===== src/rtl/img_enh_pkg.sv =====
// -----------------------------------------------------------------------------
// img_enh_pkg
// Shared types and constants for the image-enhancement (sharpening) blocks.
//   state_e    : frame sequencer states (IDLE/LOAD/FLUSH/DONE)
//   IMG_*_DEF  : default frame geometry
//   cnt_width  : width needed for the row/column counters of a given geometry
// -----------------------------------------------------------------------------
package img_enh_pkg;

    typedef enum logic [1:0] {
        IDLE  = 2'd0,
        LOAD  = 2'd1,
        FLUSH = 2'd2,
        DONE  = 2'd3
    } state_e;

    localparam int IMG_W_DEF = 128;
    localparam int IMG_H_DEF = 128;

    // Bits needed to hold max(w,h); this also covers the largest index max(w,h)-1.
    function automatic int cnt_width(input int w, input int h);
        int m;
        m = (w > h) ? w : h;
        return $clog2(m + 1);
    endfunction

    localparam int CNT_W_DEF = cnt_width(IMG_W_DEF, IMG_H_DEF);

endpackage


===== src/rtl/sharpen_pos_cnt.sv =====
// -----------------------------------------------------------------------------
// sharpen_pos_cnt
// Row-major pixel position counter. It advances the column on each enable and
// wraps the column into the row. The row wraps at the end of the frame, so the
// counter is back at (0,0) once a whole frame has been counted.
//   clk, rst  : clock, asynchronous active-high reset
//   clr_i     : synchronous clear to (0,0); has priority over en_i
//   en_i      : advance one position
//   row_o     : current row
//   col_o     : current column
//   last_o    : position is (H-1, W-1)
// -----------------------------------------------------------------------------
module sharpen_pos_cnt #(
    parameter int W     = 4,
    parameter int H     = 4,
    parameter int CNT_W = 3
) (
    input  logic             clk,
    input  logic             rst,
    input  logic             clr_i,
    input  logic             en_i,
    output logic [CNT_W-1:0] row_o,
    output logic [CNT_W-1:0] col_o,
    output logic             last_o
);

    localparam logic [CNT_W-1:0] COL_MAX = CNT_W'(W - 1);
    localparam logic [CNT_W-1:0] ROW_MAX = CNT_W'(H - 1);

    logic [CNT_W-1:0] row_d, row_q;
    logic [CNT_W-1:0] col_d, col_q;
    logic             col_end;
    logic             row_end;

    assign col_end = (col_q == COL_MAX);
    assign row_end = (row_q == ROW_MAX);

    // NOTE: every signal written here gets a value before any branch, so no
    // path leaves it unassigned and no latch is inferred.
    always_comb begin
        row_d = row_q;
        col_d = col_q;
        if (clr_i) begin
            row_d = '0;
            col_d = '0;
        end else if (en_i) begin
            if (col_end) begin
                col_d = '0;
                row_d = row_end ? '0 : row_q + 1'b1;
            end else begin
                col_d = col_q + 1'b1;
            end
        end
    end

    // NOTE: state registers take non-blocking assignments only; the combinational
    // block above uses blocking ones. Mixing them leads to simulation/synthesis mismatch.
    always_ff @(posedge clk or posedge rst) begin
        if (rst) begin
            row_q <= '0;
            col_q <= '0;
        end else begin
            row_q <= row_d;
            col_q <= col_d;
        end
    end

    assign row_o  = row_q;
    assign col_o  = col_q;
    assign last_o = col_end & row_end;

endmodule


===== src/rtl/sharpen_frame_ctrl.sv =====
// -----------------------------------------------------------------------------
// sharpen_frame_ctrl
// Frame sequencer for the streaming 3x3 sharpening datapath. It accepts one
// row-major pixel stream per frame and gates the line-buffer shifts. It then
// pushes IMG_W+1 zero samples to flush the window, and it tracks the output
// pixel position so it can raise the border-pad flags.
//   clk, rst        : clock, asynchronous active-high reset
//   start_i         : begin a frame (sampled in IDLE only)
//   pix_valid_i     : source has a pixel
//   pix_ready_o     : pixel accepted this cycle when valid (LOAD only)
//   out_ready_i     : sink can take a sharpened pixel
//   lb_shift_o      : shift line buffers / window by one sample
//   lb_zero_o       : shifted sample is forced to zero (flush tail)
//   win_valid_o     : window centred on (out_row_o, out_col_o) is complete
//   out_row_o/col_o : position of the pixel being emitted
//   pad_*_o         : zero the matching kernel taps (valid with win_valid_o)
//   busy_o          : frame in progress (LOAD/FLUSH/DONE)
//   done_o          : one-cycle end-of-frame pulse
// -----------------------------------------------------------------------------
module sharpen_frame_ctrl
    import img_enh_pkg::*;
#(
    parameter int IMG_W = IMG_W_DEF,
    parameter int IMG_H = IMG_H_DEF,
    parameter int CNT_W = cnt_width(IMG_W, IMG_H)
) (
    input  logic             clk,
    input  logic             rst,
    input  logic             start_i,
    input  logic             pix_valid_i,
    output logic             pix_ready_o,
    input  logic             out_ready_i,
    output logic             lb_shift_o,
    output logic             lb_zero_o,
    output logic             win_valid_o,
    output logic [CNT_W-1:0] out_row_o,
    output logic [CNT_W-1:0] out_col_o,
    output logic             pad_top_o,
    output logic             pad_bot_o,
    output logic             pad_lft_o,
    output logic             pad_rgt_o,
    output logic             busy_o,
    output logic             done_o
);

    localparam logic [CNT_W-1:0] ONE     = CNT_W'(1);
    localparam logic [CNT_W-1:0] ROW_MAX = CNT_W'(IMG_H - 1);
    localparam logic [CNT_W-1:0] COL_MAX = CNT_W'(IMG_W - 1);

    state_e           state_d, state_q;
    logic [CNT_W-1:0] in_row, in_col;
    logic             in_last;
    logic             out_last;
    logic             emit;
    logic             frame_clr;
    logic             in_adv;

    // The window for output 0 is complete on sample index IMG_W+1, which is
    // input position (1,1). During LOAD the input position is the sample
    // index, so emit is any position at or beyond (1,1). Every FLUSH sample
    // lies past that point, so emit is always set in FLUSH.
    assign emit = (state_q == FLUSH) ||
                  ((state_q == LOAD) &&
                   ((in_row > ONE) || ((in_row == ONE) && (in_col != '0))));

    assign frame_clr   = (state_q == IDLE) && start_i;
    assign in_adv      = lb_shift_o && (state_q == LOAD);
    assign win_valid_o = lb_shift_o && emit;

    always_comb begin
        state_d     = state_q;
        pix_ready_o = 1'b0;
        lb_shift_o  = 1'b0;
        lb_zero_o   = 1'b0;
        busy_o      = 1'b0;
        done_o      = 1'b0;
        case (state_q)
            IDLE: begin
                if (start_i) state_d = LOAD;
            end
            LOAD: begin
                busy_o      = 1'b1;
                // Before the first emit there is no output to stall on.
                pix_ready_o = out_ready_i || !emit;
                lb_shift_o  = pix_valid_i && pix_ready_o;
                if (lb_shift_o && in_last) state_d = FLUSH;
            end
            FLUSH: begin
                busy_o     = 1'b1;
                lb_zero_o  = 1'b1;
                lb_shift_o = out_ready_i;
                if (win_valid_o && out_last) state_d = DONE;
            end
            DONE: begin
                busy_o  = 1'b1;
                done_o  = 1'b1;
                state_d = IDLE;
            end
            default: state_d = IDLE;
        endcase
    end

    // NOTE: the reset is asynchronous and returns the sequencer to IDLE at once.
    // An abandoned frame never reaches DONE, so it produces no done_o.
    always_ff @(posedge clk or posedge rst) begin
        if (rst) state_q <= IDLE;
        else     state_q <= state_d;
    end

    sharpen_pos_cnt #(.W(IMG_W), .H(IMG_H), .CNT_W(CNT_W)) u_in_pos (
        .clk    (clk),
        .rst    (rst),
        .clr_i  (frame_clr),
        .en_i   (in_adv),
        .row_o  (in_row),
        .col_o  (in_col),
        .last_o (in_last)
    );

    sharpen_pos_cnt #(.W(IMG_W), .H(IMG_H), .CNT_W(CNT_W)) u_out_pos (
        .clk    (clk),
        .rst    (rst),
        .clr_i  (frame_clr),
        .en_i   (win_valid_o),
        .row_o  (out_row_o),
        .col_o  (out_col_o),
        .last_o (out_last)
    );

    assign pad_top_o = win_valid_o && (out_row_o == '0);
    assign pad_bot_o = win_valid_o && (out_row_o == ROW_MAX);
    assign pad_lft_o = win_valid_o && (out_col_o == '0);
    assign pad_rgt_o = win_valid_o && (out_col_o == COL_MAX);

endmodule


===== config.mk =====
export PLATFORM = sky130hd
export DESIGN_NAME = sharpen_frame_ctrl
export DESIGN_NICKNAME = d
export VERILOG_FILES = /design/src/rtl/img_enh_pkg.sv /design/src/rtl/sharpen_pos_cnt.sv /design/src/rtl/sharpen_frame_ctrl.sv
export SDC_FILE = /design/constraint.sdc
export NUM_CORES = 1
export LEC_CHECK = 0
export CAP_MARGIN = 20
export CORE_UTILIZATION = 55
export CTS_BUF_LIST = sky130_fd_sc_hd__clkbuf_16
export DETAILED_ROUTE_END_ITERATION = 16
export PLACE_DENSITY = 0.86
export SETUP_SLACK_MARGIN = 0.15
export SYNTH_ARGS = -nofsm -noshare
export SYNTH_HDL_FRONTEND = slang
export SYNTH_SLANG_ARGS = --single-unit
export TNS_END_PERCENT = 100

===== constraint.sdc =====
create_clock -name clk -period 2.7 [get_ports clk]
set_clock_uncertainty 0.05 [all_clocks]
set_input_delay 0.54 -clock clk [delete_from_list [all_inputs] [get_ports clk]]
set_output_delay 0.54 -clock clk [all_outputs]
set_load 0.02 [all_outputs]

# ---- After elaboration in Yosys (flattened, before gate mapping)
# Cells that the tools add are included.
dict set report classes {
  addsub 4
  multipliers 0
  div 0
  magnitude_cmp 1
  eq_ne 11
  n_shift 0
  muxes 23
  bitwise_logic 2
  reduce_logical 28
}
# cell count
set ops {}
lappend ops {{two-way mux 8 bit} 14}
lappend ops {{adder 8 x 1 -> 8 bit, second input constant} 4}
lappend ops {{== test 8 x 7 -> 1 bit, second input constant} 4}
lappend ops {{zero test 8 bit} 2}
lappend ops {{logical AND 1 bit} 12}
lappend ops {{== test 8 x 1 -> 1 bit, second input constant} 1}
lappend ops {{greater-than comparator 8 x 1 -> 1 bit, second input constant} 1}
lappend ops {{case mux 2 bit (4 select lines)} 1}
lappend ops {{nonzero test 2 bit} 4}
lappend ops {{nonzero test 8 bit} 1}
lappend ops {{two-way mux 2 bit} 3}
lappend ops {{== test 2 bit, second input constant} 2}
lappend ops {{two-way mux 1 bit} 4}
lappend ops {{inequality test 2 x 1 -> 1 bit, second input constant} 2}
lappend ops {{AND reduction 2 bit} 2}
lappend ops {{logical OR 1 bit} 3}
lappend ops {{AND reduction 3 bit} 1}
lappend ops {{OR reduction 3 bit} 1}
lappend ops {{bitwise AND 1 bit} 2}
lappend ops {{== test 2 x 1 -> 1 bit, second input constant} 1}
lappend ops {{zero test 2 bit} 1}
lappend ops {{inequality test 2 bit, second input constant} 1}
lappend ops {{case mux 1 bit (2 select lines)} 1}
lappend ops {{zero test 1 bit} 1}
dict set report totals {
  regBits 34
  latchBits 0
  ramBits 0
  rom_bits 0
  inputBits 5
  out_inout_bits 26
  wordCells 74
  mem_count 0
}

# ---- Logic depth before layout (Yosys ltp)
# Gate-level depths: netlist of run 1.
dict set report depth {
  depth_word 13
  mapped_depth 9
  mapped_depth_nobuf 8
}

# ---- Modules after synthesis
# From an unflattened synthesis of run 1, not the netlist that was laid out.
dict set report unflattened {
  cells_unflattened 226
  area_unflattened_um2 2125.8
}
# module n_inst cells_each area_per_inst_um2 seq_area_each_um2
set modules_own_cells {}
lappend modules_own_cells {sharpen_pos_cnt 2 85 862.1 400.4}
lappend modules_own_cells {sharpen_frame_ctrl 1 56 401.6 50.0}

# ---- Least setup slack after synthesis of run 1
# Ideal clock, no wire load.
dict set report synth_timing {
  path_type {register to output}
  startpoint {reg state_q[0]}
  endpoint {out pad_lft_o}
  arrival_ns 1.971
  required_ns 2.110
  slack_ns 0.139
  stages_incl_launch_ff 9
  path_buffers 2
  cell_sequence {dfrtp_1 > inv_1 > ha_1 > a21oi_1 > nor2_1 > o21ai_1 > buf_4 > buf_4 > nor3_1}
}
dict set report synth_via {
  elab_chain_len 9
}
# item line_no
set synth_rtl {}
lappend synth_rtl {{start: declaration} sharpen_frame_ctrl.sv:50} ;# state_e state_d, state_q;
lappend synth_rtl {{start signal: assignment} sharpen_frame_ctrl.sv:107} ;# else state_q <= state_d;
lappend synth_rtl {{== test 2 x 1 -> 1 bit} {sharpen_frame_ctrl.sv:63, sharpen_frame_ctrl.sv:77}}
lappend synth_rtl {{logical AND 1 bit} sharpen_frame_ctrl.sv:63} ;# ((state_q == LOAD) &&
lappend synth_rtl {{logical OR 1 bit} sharpen_frame_ctrl.sv:62} ;# assign emit = (state_q == FLUSH) ||
lappend synth_rtl {{zero test 1 bit} sharpen_frame_ctrl.sv:84} ;# pix_ready_o = out_ready_i || !emit;
lappend synth_rtl {{logical OR 1 bit} sharpen_frame_ctrl.sv:84}
lappend synth_rtl {{logical AND 1 bit} sharpen_frame_ctrl.sv:85} ;# lb_shift_o = pix_valid_i && pix_ready_o;
lappend synth_rtl {{case mux 1 bit (2 select lines)} sharpen_frame_ctrl.sv:77} ;# case (state_q)
lappend synth_rtl {{logical AND 1 bit *} sharpen_frame_ctrl.sv:68} ;# assign win_valid_o = lb_shift_o && emit;
lappend synth_rtl {{logical AND 1 bit *} sharpen_frame_ctrl.sv:132} ;# assign pad_lft_o = win_valid_o && (out_col_o == '0);
lappend synth_rtl {{end: declaration} sharpen_frame_ctrl.sv:40} ;# output logic pad_lft_o,
# Mark *: on every way between the ends. The rest lies on a longest branch, timed or not.

# ---- Final worst setup path of run 1
dict set report layout_timing {
  startpoint {reg u_in_pos.row_q[0] (netlist: u_in_pos.row_o[0])}
  endpoint {out pad_lft_o}
}
dict set report layout_via {
  elab_chain_len 11
}
# item line_no
set layout_rtl {}
lappend layout_rtl {{start: declaration} sharpen_pos_cnt.sv:30} ;# logic [CNT_W-1:0] row_d, row_q;
lappend layout_rtl {{start signal: assignment} sharpen_pos_cnt.sv:63} ;# row_q <= row_d;
lappend layout_rtl {{branches (longest 2 deep; another with greater-than comparator 8 x 1 -> 1 bit)} --}
lappend layout_rtl {{logical OR 1 bit *} sharpen_frame_ctrl.sv:64} ;# ((in_row > ONE) || ((in_row == ONE) && (in_col != '0))));
lappend layout_rtl {{logical AND 1 bit *} sharpen_frame_ctrl.sv:63}
lappend layout_rtl {{logical OR 1 bit *} sharpen_frame_ctrl.sv:62}
lappend layout_rtl {{zero test 1 bit} sharpen_frame_ctrl.sv:84}
lappend layout_rtl {{logical OR 1 bit} sharpen_frame_ctrl.sv:84}
lappend layout_rtl {{logical AND 1 bit} sharpen_frame_ctrl.sv:85}
lappend layout_rtl {{case mux 1 bit (2 select lines)} sharpen_frame_ctrl.sv:77}
lappend layout_rtl {{logical AND 1 bit *} sharpen_frame_ctrl.sv:68}
lappend layout_rtl {{logical AND 1 bit *} sharpen_frame_ctrl.sv:132}
# Every way passes the cells marked *.

==> flow_summary.yaml, run 1 <==
drt:
  ant_nets: 0
  vias: 2249
  wl_mm: 5.78
  drc: 0
  dr.first_iter.drc_count: 250
  dr.pass1.iters: 5
  wl_per_cell_um: 16.0
  viasPerCell: 6.21
cells_and_area:
  nets: 332
  finalNonFillerCells: 362
  drive_above_1_share_pct: 21.0
  diodes: 0
  area_growth_pct: 31.5
  fin_util_pct: 77.3
logic_synthesis:
  synthFlopType: "dfrtp_1"
  synth_cells: 252
  synth_nets: 271
  synth_top_area_share_pct: 38.4
  avgSynthCellArea_um2: 8.80
  synth.area.top_cells: "dfrtp_1 (38%), ha_1 (7.9%), a21oi_1 (6.1%), o21ai_0 (4.5%), nand2_1 (3.9%)"
  synthesis.area_um2: 2220
  netlist.top_cell.by_area: "dfrtp_1"
  ys_seq_elements: 34
  synth_edf_count: 0
  ys_warn_count: 0
  synth_most_common_cell: "dfrtp_1"
  yosysSeqAreaShare_pct: 38.4
  synth_cell_types: 48
  async_flop_share_pct: 100
  synth_top_cells_by_count: "dfrtp_1 (34), a21oi_1 (27), nand2_1 (23)"
grt:
  grt_pass1_wl_mm: 9.49
  grt_overflow_total: 0
  grt_pass1_vias: 2081
  grt_max_degree: 35
  antenna_found_initial: 0
  groute.usage.overall_pct: 29.0
die:
  core_area_um2: 3770
  die_w_um: 65.5
  die-area_um2: 4290
  start_util_pct: 58.8
  num_io_pins: 31
  fp-row-count: 22
  die-height_um: 65.5
critical_path:
  path_cells: "inv_1, ha_1, nor2b_1, a41oi_2, o21ai_2, buf_4, nor3_2, buf_2"
  end_kind: "output port"
  crit_fanout: 4
  start_kind: "flop"
  cp.required_ps: 2110
  path_class: "flop to output port"
  arrival_ps: 1950
  max_stage_delay_ps: 390
  cpMaxStageDelayCell: "dfrtp_1"
place:
  io_buffers: 30
  hpwl_mm: 3.90
  gp_congestion: 0.856
  dp.cells: 346
pwr:
  vdd_ir_drop_max_mv: 0.624
  clkPwrFrac_pct: 27.8
  p_sw_w: 0.000724
  p_int_w: 0.00123
  power_density_nw_per_um2: 670
  p_seq_share_pct: 30.2
  p_sw_share_pct: 37.1
  p_leak_nw: 1.26
  comb_power_share_pct: 41.9
clocking:
  cts_root_buffer: "clkbuf_16"
  htree_levels: 2
  cts_tree: "done"
  cts-hold-fix-buffers: 0
  path_clk_slew_ps: 50
  cts_buffers: 5
  cts_sinks: 34
  cts_max_path_buffers: 2
  clock_latency_ps: 280
timing:
  max_freq_ghz: 0.393
  period_share_pct: 94.2
  finalSetupViolations: 0
  finalMaxSlewViolations: 0
  hold_viol: 0
  worst_pin_slew_ps: 574
  rsz0062_at_grt: "true"
  max_slew_margin_pct: 61.5
  post-route-min-period_ps: 2540
hold_path:
  hp-class: "flop to flop"
run_status:
  outcome: "complete, no violations"
run:
  maxCapViolations: 0
==> per-stage QoR <==
step / TNS, ps / hold WS [ps] / total power [W] / area [um2] / setup WS, ps
CTS: 0 / 526 / 0.00191 / 2860 / 112
global route: 0 / 552 / 0.00206 / 2920 / 105
finish: 0 / 534 / 0.00195 / 2920 / 155
floorplan: 0 / 478 / 0.00109 / 2220 / 203
detailed placement: -943 / 519 / 0.00137 / 2700 / -212
global placement: -704 / 511 / 0.00135 / 2700 / -171
==> power by group through the flow <==
stage / clock (W) / combinational [W] / sequential (W)
final: 0.000544 / 0.000820 / 0.000591
after global routing: 0.000567 / 0.000896 / 0.000599
after CTS: 0.000549 / 0.000771 / 0.000591
after detailed placement: 0 / 0.000773 / 0.000598
after global placement: 0 / 0.000757 / 0.000597
after floorplan: 0 / 0.000481 / 0.000606
==> what timing repair did <==
| action | CTS | global route |
|---|---|---|
| setup buffers | 2 | 6 |
| endpoints found under the setup margin | 7 | 13 |
| pin swaps | 1 | 5 |
| resized for setup | 26 | 16 |
==> state kept, by name, indices dropped and copies added, names as in the netlist <==
signal / cells
u_out_pos.col_o: 8
u_out_pos.row_o: 8
u_in_pos.row_o: 8
state_q: 2
u_in_pos.col_o: 8
==> layout make-up <==
| cell class | instances | area, um2 |
|---|---|---|
| sequential | 34 | 853 |
| multi-input combinational | 193 | 1290 |
| clock inverter | 3 | 12.5 |
| fill | 252 | 855 |
| timing repair buffer | 64 | 522 |
| tap | 48 | 60.1 |
| clock buffer | 5 | 125 |
| inverter | 15 | 56.3 |
==> worst paths after layout <==
kind / start / end / slack [ps] / cells past startpoint
setup / recovery: u_in_pos.row_o[0] / pad_lft_o / 160 / 8
max in group asynchronous: rst / u_in_pos.col_o[2] / 1660 / 3
hold / removal: u_in_pos.col_o[1] / u_in_pos.col_o[1] / 530 / 2
min in group asynchronous: rst / u_out_pos.row_o[7] / 610 / 3
hold reg to reg: u_in_pos.col_o[1] / u_in_pos.col_o[1] / 530 / 2
setup reg to reg: u_in_pos.row_o[0] / u_in_pos.col_o[7] / 300 / 10
==> worst max-delay path: cells and delay by family (launching register included) <==
family,cells,cell delay [ps]
AO/OA/AOI/OAI,2,380
adder cells (fa/ha/maj),1,200
buffers and inverters,3,420
flip-flops,1,390
AND/OR/NAND/NOR,2,280
==> cells by family after synthesis <==
family	after synthesis	synth area share, %
buf+inv	25	6.20
compound gates	71	19.2
mux	2	0.959
flops	34	38.4
simple gates	106	27.4
fa+ha+maj	14	7.90
==> per-layer routing <==
metal / GRT usage (%) / vias up / wire length (um)
met5: 0 / - / 0
met4: 12.8 / 0 / 133
met3: 6.08 / 14 / 308
met2: 43.7 / 95 / 2790
met1: 39.9 / 1079 / 2550
li1: - / 1061 / -
==> cell usage in the layout (no fill, tap or decap), drive strengths merged, types with 7 or more instances in the layout <==
cell and count:
inv 16, clkbuf 7, nor2 13, or3 9
or4 9, o21ai 22, nor3 7, nand3 12
a21oi 27, buf 39, clkdlybuf4s50 22, ha 14
dfrtp 34, nand2 23
No activity file was read; power rests on OpenSTA's default activity.
==> run 2, diff against run 1 <==
--- a/config.mk
+++ b/config.mk
@@ -6,10 +6,11 @@
 export NUM_CORES = 1
 export LEC_CHECK = 0
 export CAP_MARGIN = 20
-export CORE_UTILIZATION = 55
+export CORE_UTILIZATION = 50
 export CTS_BUF_LIST = sky130_fd_sc_hd__clkbuf_16
 export DETAILED_ROUTE_END_ITERATION = 16
-export PLACE_DENSITY = 0.86
+export PLACE_DENSITY = 0.8
+export REMOVE_ABC_BUFFERS = 1
 export SETUP_SLACK_MARGIN = 0.15
 export SYNTH_ARGS = -nofsm -noshare
 export SYNTH_HDL_FRONTEND = slang
==> constraint.sdc (replaced) <==
create_clock -name clk -period 3.1 [get_ports clk]
set_clock_uncertainty 0.05 [all_clocks]
set_input_delay 0.62 -clock clk [delete_from_list [all_inputs] [get_ports clk]]
set_output_delay 0.62 -clock clk [all_outputs]
set_load 0.02 [all_outputs]
==> flow_summary.yaml, run 2 (synthesis gave the netlist of run 1 again) <==
run_status:
  outcome: "complete, no violations"
die:
  fp-row-count: 23
  die-height_um: 68.6
  die-area_um2: 4710
  num_io_pins: 31
  core_area_um2: 4120
  start_util_pct: 53.9
  die_w_um: 68.6
timing:
  max_slew_margin_pct: 53.6
  post-route-min-period_ps: 2820
  final.setup.tns_ps: 0
  hold_viol: 0
  rsz0062_at_grt: "false"
  period_share_pct: 91.0
  max_freq_ghz: 0.354
  finalMaxSlewViolations: 0
  worst_pin_slew_ps: 696
  setup_ws_ps: 279
  finalSetupViolations: 0
clocking:
  cts-hold-fix-buffers: 0
  cts_buffers: 5
  clock_latency_ps: 280
  cts_sinks: 34
  cts_root_buffer: "clkbuf_16"
  path_clk_slew_ps: 50
  cts_max_path_buffers: 2
  cts_tree: "done"
  htree_levels: 2
  post-cts-setup-buffers: 0
critical_path:
  cpMaxStageDelayCell: "dfrtp_1"
  start_kind: "flop"
  path_cells: "inv_1, ha_2, nor4_4, nand2_1, o21ai_2, inv_1, and2_1, dlygate4sd2_1"
  max_stage_delay_ps: 400
  cp.required_ps: 2430
  r2r_cells: 8
  crit-reg2reg-launch: "state_q[0]"
  path_class: "flop to output port"
  path_common_cell: "inv_1"
  rrSetupSlack_ps: 730
  end_kind: "output port"
  crit_fanout: 6
  arrival_ps: 2150
  r2r_end: "u_in_pos.col_o[7]"
cells_and_area:
  layout_common_cells: "dfrtp_1 (34), a21oi_1 (27), nand2_1 (23), clkdlybuf4s50_1 (23), o21ai_0 (20)"
  fin_util_pct: 66.8
  diodes: 0
  drive_above_1_share_pct: 9.28
  final_common_cell: "dfrtp_1"
  n_fill_cell: 364
  area_growth_pct: 23.9
  finalNonFillerCells: 341
  nets: 309
drt:
  wl_mm: 5.35
  dr.pass1.iters: 4
  dr.first_iter.drc_count: 123
  ant_nets: 0
  viasPerCell: 6.08
  vias: 2073
  drc: 0
  wl_per_cell_um: 15.7
pwr:
  clkPwrFrac_pct: 29.0
  power_density_nw_per_um2: 587
  p_total_w: 0.00161
  p_seq_share_pct: 32.4
  p_sw_share_pct: 36.8
  vdd_ir_drop_max_mv: 0.340
  p_sw_w: 0.000594
  p_int_w: 0.00102
  p_leak_nw: 1.16
  comb_power_share_pct: 38.5
place:
  dp.cells: 333
  gp_congestion: 0.808
  io_buffers: 30
  pre_cts_slack_ps: 66.3
  hpwl_mm: 3.70
hold_path:
  min_path_cells: 2
  hp-class: "flop to flop"
  hold_end: "u_in_pos.row_o[4]"
  min_from: "u_in_pos.row_o[4]"
run:
  maxCapViolations: 0
grt:
  grt_pass1_vias: 1913
  grt_pass1_wl_mm: 8.71
  grt_max_degree: 35
  antenna_found_initial: 0
  groute.usage.overall_pct: 25.3
  grt_overflow_total: 0
run 2: layer usage:
metal  wire, um  vias to the layer above  track usage [%]
met1       2350                      998             30.2
met5          0                        -                0
met4        105                        0             13.0
met2       2680                       48             42.3
met3        220                        9             5.59
li1           -                     1018                -
run 2: layout make-up:
| cell class | count | area (um2) | share of cell area, % |
|---|---|---|---|
| Sequential cell | 34 | 851 | 31.0 |
| Tap cell | 50 | 62.6 | 2.28 |
| Clock buffer | 5 | 125 | 4.55 |
| Timing Repair Buffer | 41 | 390 | 14.2 |
| Clock inverter | 3 | 11.3 | 0.410 |
| Multi-Input combinational cell | 193 | 1250 | 45.5 |
| Inverter | 15 | 56.3 | 2.05 |
run 2: what timing repair did:
item                                    CTS  global route
endpoints found under the setup margin    7             4
resized for setup                         8             3
pin swaps                                 0             1
cloned                                    0             0
run 2: per-stage QoR:
stage	area [um2]	hold WS, ps
floorplan	2140	478
global placement	2590	504
detailed placement	2590	514
CTS	2730	529
global route	2750	554
finish	2750	521
run 2: worst max-delay path: cells and delay by family, from the launching register on:
family	cells	cell delay, ps
buffers and inverters	3	530
and+or+nand+nor	3	500
DFF	1	400
adders and majority gates	1	250
AOI/OAI and AO/OA	1	200
run 2: worst max path at each step:
| stage | start | slack, ps | to |
|---|---|---|---|
| final | state_q[0] | 280 | pad_bot_o |
| after global routing | state_q[0] | 150 | pad_bot_o |
| after CTS | state_q[0] | 190 | win_valid_o |
| after detailed placement | pix_valid_i | 70 | pad_lft_o |
| after global placement | pix_valid_i | 70 | pad_lft_o |
| after floorplan | state_q[0] | -190 | pad_top_o |
run 2: power groups by stage:
| stage | combinational, W | clock, W | sequential, W |
|---|---|---|---|
| 6_report | 0.000621 | 0.000468 | 0.000523 |
| 5_1_grt | 0.000681 | 0.000501 | 0.000530 |
| 3_3_place_gp | 0.000601 | 0 | 0.000527 |
| 3_5_place_dp | 0.000613 | 0 | 0.000530 |
| 4_1_cts | 0.000611 | 0.000480 | 0.000522 |
| 2_1_floorplan | 0.000377 | 0 | 0.000528 |
